## config.mk

```make
export PLATFORM = sky130hd
export DESIGN_NAME = master_port
export DESIGN_NICKNAME = d
export VERILOG_FILES = /design/src/rtl/master_port.sv
export SDC_FILE = /design/constraint.sdc
export NUM_CORES = 1
export LEC_CHECK = 0
export ABC_CLOCK_PERIOD_IN_PS = 3200
export BUFFER_PORTS_ARGS = -buffer_cell sky130_fd_sc_hd__buf_2
export CAP_MARGIN = 20
export CORE_MARGIN = 2
export CORE_UTILIZATION = 40
export DETAILED_ROUTE_END_ITERATION = 8
export PLACE_DENSITY_LB_ADDON = 0.08
export SETUP_SLACK_MARGIN = 0.3
export SLEW_MARGIN = 0
export SYNTH_ARGS = -nofsm -noshare
export SYNTH_HDL_FRONTEND = slang
export SYNTH_SLANG_ARGS = --single-unit
```

## constraint.sdc

```tcl
create_clock -name clk -period 3.2 [get_ports clk]
set_input_delay 0.64 -clock clk [delete_from_list [all_inputs] [get_ports clk]]
set_output_delay 0.64 -clock clk [all_outputs]
set_load 0.05 [all_outputs]
```

## src/rtl/master_port.sv

```systemverilog
// Serial bus master: shifts a 13-bit request (address, write byte, burst word)
// out LSB first, then collects one or more read bytes, with split-response support.
module master_port (
  input  logic        clk,
  input  logic        reset,
  input  logic        start,
  input  logic        rw,
  input  logic [11:0] addr_in,
  input  logic [7:0]  wdata_in,
  input  logic        burst_in,
  input  logic [11:0] burst_len_in,
  input  logic        slave_ready,
  input  logic        slave_valid,
  input  logic        split_en,
  input  logic        rx_data,
  output logic        master_valid,
  output logic        master_ready,
  output logic        read_en,
  output logic        write_en,
  output logic        tx_address,
  output logic        tx_data,
  output logic        tx_burst,
  output logic [7:0]  rdata,
  output logic        rdata_valid,
  output logic        busy,
  output logic        done
);

  typedef enum logic [2:0] {IDLE, REQ, RWAIT, SPLIT, RX, DONE} state_t;

  state_t      state, next_state;
  logic        rw_q;
  logic        burst_q;
  logic [11:0] len_q;
  logic [11:0] addr_sh;
  logic [7:0]  wdata_sh;
  logic [12:0] burst_sh;
  logic [3:0]  k;
  logic [2:0]  j;
  logic [6:0]  rx_sh;
  logic [11:0] beat_cnt;
  logic [11:0] beat_target;
  logic        accept;
  logic        cap;
  logic        byte_done;
  logic        launch;

  // A zero burst length still means one beat.
  assign beat_target = (burst_q && (len_q != 12'd0)) ? len_q : 12'd1;
  assign byte_done   = cap && (j == 3'd7);
  assign launch      = (state == IDLE) && start;

  always_ff @(posedge clk or posedge reset) begin
    if (reset) state <= IDLE;
    else       state <= next_state;
  end

  always_comb begin
    next_state   = state;
    master_valid = 1'b0;
    master_ready = 1'b0;
    busy         = 1'b0;
    done         = 1'b0;
    accept       = 1'b0;
    cap          = 1'b0;
    case (state)
      IDLE: if (start) next_state = REQ;
      REQ: begin
        master_valid = 1'b1;
        busy         = 1'b1;
        if (slave_ready) begin
          accept = 1'b1;
          if (k == 4'd12) next_state = rw_q ? DONE : RWAIT;
        end
      end
      RWAIT: begin
        master_ready = 1'b1;
        busy         = 1'b1;
        if (split_en) next_state = SPLIT;
        else if (slave_valid) begin
          cap        = 1'b1;
          next_state = RX;
        end
      end
      SPLIT: begin
        busy = 1'b1;
        if (slave_valid) begin
          cap        = 1'b1;
          next_state = RX;
        end
      end
      RX: begin
        master_ready = 1'b1;
        busy         = 1'b1;
        if (slave_valid) begin
          cap = 1'b1;
          if ((j == 3'd7) && ((beat_cnt + 12'd1) == beat_target)) next_state = DONE;
        end
      end
      DONE: begin
        done       = 1'b1;
        next_state = IDLE;
      end
      default: next_state = IDLE;
    endcase
  end

  assign read_en    = busy && !rw_q;
  assign write_en   = busy && rw_q;
  assign tx_address = master_valid && addr_sh[0];
  assign tx_data    = master_valid && wdata_sh[0];
  assign tx_burst   = master_valid && burst_sh[0];

  // Request shifters, receive shifter and beat counting.
  always_ff @(posedge clk or posedge reset) begin
    if (reset) begin
      rw_q        <= 1'b0;
      burst_q     <= 1'b0;
      len_q       <= 12'd0;
      addr_sh     <= 12'd0;
      wdata_sh    <= 8'd0;
      burst_sh    <= 13'd0;
      k           <= 4'd0;
      j           <= 3'd0;
      rx_sh       <= 7'd0;
      beat_cnt    <= 12'd0;
      rdata       <= 8'd0;
      rdata_valid <= 1'b0;
    end else begin
      rdata_valid <= byte_done;
      if (launch) begin
        rw_q     <= rw;
        burst_q  <= burst_in & ~rw;
        len_q    <= burst_len_in;
        addr_sh  <= addr_in;
        wdata_sh <= rw ? wdata_in : 8'd0;
        burst_sh <= {burst_len_in, burst_in & ~rw};
        k        <= 4'd0;
        j        <= 3'd0;
        beat_cnt <= 12'd0;
      end
      if (accept) begin
        addr_sh  <= addr_sh >> 1;
        wdata_sh <= wdata_sh >> 1;
        burst_sh <= burst_sh >> 1;
        k        <= k + 4'd1;
      end
      if (cap) begin
        rx_sh <= {rx_data, rx_sh[6:1]};
        j     <= j + 3'd1;
      end
      if (byte_done) begin
        rdata    <= {rx_data, rx_sh};
        beat_cnt <= beat_cnt + 12'd1;
      end
    end
  end

endmodule

```

==> impl_metrics.py <==
metrics = {
    "outcome": {
        "status": "completed",
    },
    "clock_network": {
        "clock_tree_from_tritoncts": "done",
        "cts_root_buffer": "clkbuf_8",
        "cts_made_buffers": 9,
        "clk_path_buf_depth": 2,
        "clock_latency_ps": 340,
        "cts_num_sinks": 85,
        "cts_post_setup_buffers_inserted": 0,
        "clock_slew_seen_by_the_registers_of_the_worst_setup_and_hold_paths_ps": 80,
        "htree_num_levels": 3,
        "cts_repair_resize_count": 0,
        "ctsHoldBuffers": 0,
    },
    "die": {
        "die_y_um": 106,
        "floorplan_die_area_um2": 11300,
        "core_area_um2": 10300,
        "rows": 37,
        "io_pins": 59,
        "initial_util_pct": 40.8,
        "die_w_um": 106,
    },
    "setup_path": {
        "worstSetupEndpointType": "output port",
        "setup.worst_path.class": "flip-flop to output port",
        "critPathLaunchType": "flip-flop",
        "critPathRequiredTime_ps": 2560,
        "regToRegStartpoint": "state[2]",
        "arrival_ps": 1710,
        "crit_start": "state[1]",
        "critical_path.max_fanout": 15,
    },
    "finish": {
        "layout-drive-gt1-share_pct": 18.6,
        "final_cell_area_um2": 4820,
        "relative_area_change_from_synthesis_to_final_layout_pct": 14.7,
        "final_cell_mix": "nand2_1, dfrtp_1, buf_2",
        "most_common_library_cell_in_the_layout_ignoring_fill_and_taps": "nand2_1",
        "fin_cells": 648,
        "layout.nets": 554,
        "fin_util_pct": 46.9,
        "antenna-diode-count": 0,
    },
    "global_routing": {
        "grt_antenna_before_repair": 0,
        "grt_start_max_net_pins": 54,
        "number_of_global_route_vias_before_repair": 3181,
        "grt_pass1_wl_um": 15600,
        "grt_overflow": 0,
        "globalRouteTotalUtil_pct": 17.3,
    },
    "placed_design": {
        "place_hpwl_um": 6410,
        "place.gp.congestion": 0.786,
        "detailedPlace.worstSlack_ps": 922,
        "port_buffers": 58,
        "dp_cells": 633,
        "placed_area_um2": 4630,
    },
    "route": {
        "detailedRoute.firstPassIterationCount": 5,
        "vias": 3399,
        "wl_per_cell_um": 14.3,
        "drc_marker_count_from_the_first_detailed_route_iteration": 242,
        "detail_route.drc_violations": 0,
        "routed_via_density": 5.25,
        "route.antenna.remaining_nets": 0,
        "finalWirelength_um": 9260,
    },
    "synth": {
        "synth.distinct_cells": 46,
        "post_synth.cell_area_avg_um2": 9.15,
        "synthCells": 459,
        "synth.yosys.warnings": 0,
        "yosys_register_bits": 85,
        "synth_area_um2": 4200,
        "synth_seq_area_share_pct": 50.7,
        "synth-edff-count": 0,
        "mappedNetlistNets": 505,
        "postSynth.asyncResetShare_pct": 100,
        "primary_ff_master_synth": "dfrtp_1",
    },
    "sta": {
        "setup_violations": 0,
        "slew_headroom_pct": 49.6,
        "hold_violations": 0,
        "final-max-slew-violation-count": 0,
        "fin_tns_setup_ps": 0,
        "max_freq_ghz": 0.426,
        "period_minus_slack_ps": 2350,
        "skew_ps": 10.4,
        "fin_hold_ws_ps": 341,
        "final.setup.worst_slack_ps": 851,
        "grt_setup_unrepaired": "no",
        "final.period_utilization_pct": 73.4,
        "timing_worst_slew_pin_value_ps": 755,
    },
    "min_path": {
        "worstHoldPathType": "primary input to asynchronous set/reset pin",
    },
    "power": {
        "design_power_total_mw": 3.95,
        "power.leakage_nw": 2.42,
        "peakVddDrop_v": 0.000364,
        "power.density_nw_per_um2": 821,
    },
    "job": {
        "cap_violations": 0,
    },
}
sequential cells by signal, indices dropped and copies added (netlist names):
signal	count
rx_sh	7
rdata	8
burst_sh	13
beat_cnt	12
state	3
j	3
burst_q	1
rdata_valid	1
addr_sh	12
wdata_sh	8
rw_q	1
len_q	12
k	4
logic make-up (layout without fill, tap and decap cells):
family	Yosys count	in the layout	share of synthesized area, %
DFF	85	85	50.7
adders and majority gates	5	5	1.49
buffers and inverters	45	98	4.23
muxes	11	11	2.86
xor gates and xnor gates	16	16	3.99
and+or+nand+nor	211	211	23.1
AOI/OAI and AO/OA	86	86	13.7
worst paths after layout:
check / to / slack [ps] / depth (start not counted)
worst max-delay path: read_en / 850 / 4
worst min-delay path: addr_sh[6] / 340 / 2
worst max register to register: k[3] / 940 / 6
worst min register to register: burst_sh[9] / 470 / 2
max in group asynchronous: beat_cnt[0] / 2180 / 3
min in group clk: burst_sh[9] / 470 / 2
final cells by class:
| class | instances | area, µm² |
|---|---|---|
| fill | 1036 | 5460 |
| clock inverter | 4 | 48.8 |
| inverter | 19 | 72.6 |
| clock buffer | 11 | 141 |
| tap | 136 | 170 |
| multi-input combinational | 329 | 1910 |
| sequential | 85 | 2130 |
| timing repair buffer | 64 | 348 |
metal layers:
layer  wire length (µm)  global-route usage (%)  vias to the layer above
li1                   -                       -                     1689
met1               4480                    24.2                     1629
met2               4360                    27.6                       77
met3                366                    4.17                        4
met4                 55                    3.62                        0
met5                  0                       0                        -
cell usage after synthesis (6+ instances only):
master	n	area, µm²
o21ai_0	32	160
inv_1	19	71.3
a222oi_1	7	70.1
nand2_1	127	477
a21oi_1	8	40.0
mux2_2	8	90.1
nor2_1	15	56.3
xnor2_1	8	70.1
and3_1	6	37.5
nand3_1	23	115
nor3_1	10	50.1
xor2_1	6	52.6
clkbuf_1	16	60.1
a22oi_1	21	158
dfrtp_1	85	2130
buf_2	6	30.0
worst max-delay path, cell delays in order (launching register included):
cell,delay (ps)
dfrtp_1,550
nor2_1,280
xnor2_2,150
nor2b_1,140
buf_2,260
where the power goes:
part	switching, mW	internal (mW)	total, mW
Combinational	0.915	0.552	1.47
Clock	0.374	0.377	0.751
Sequential	0.316	1.42	1.74
Note: power is estimated with default switching activity, not from simulation.
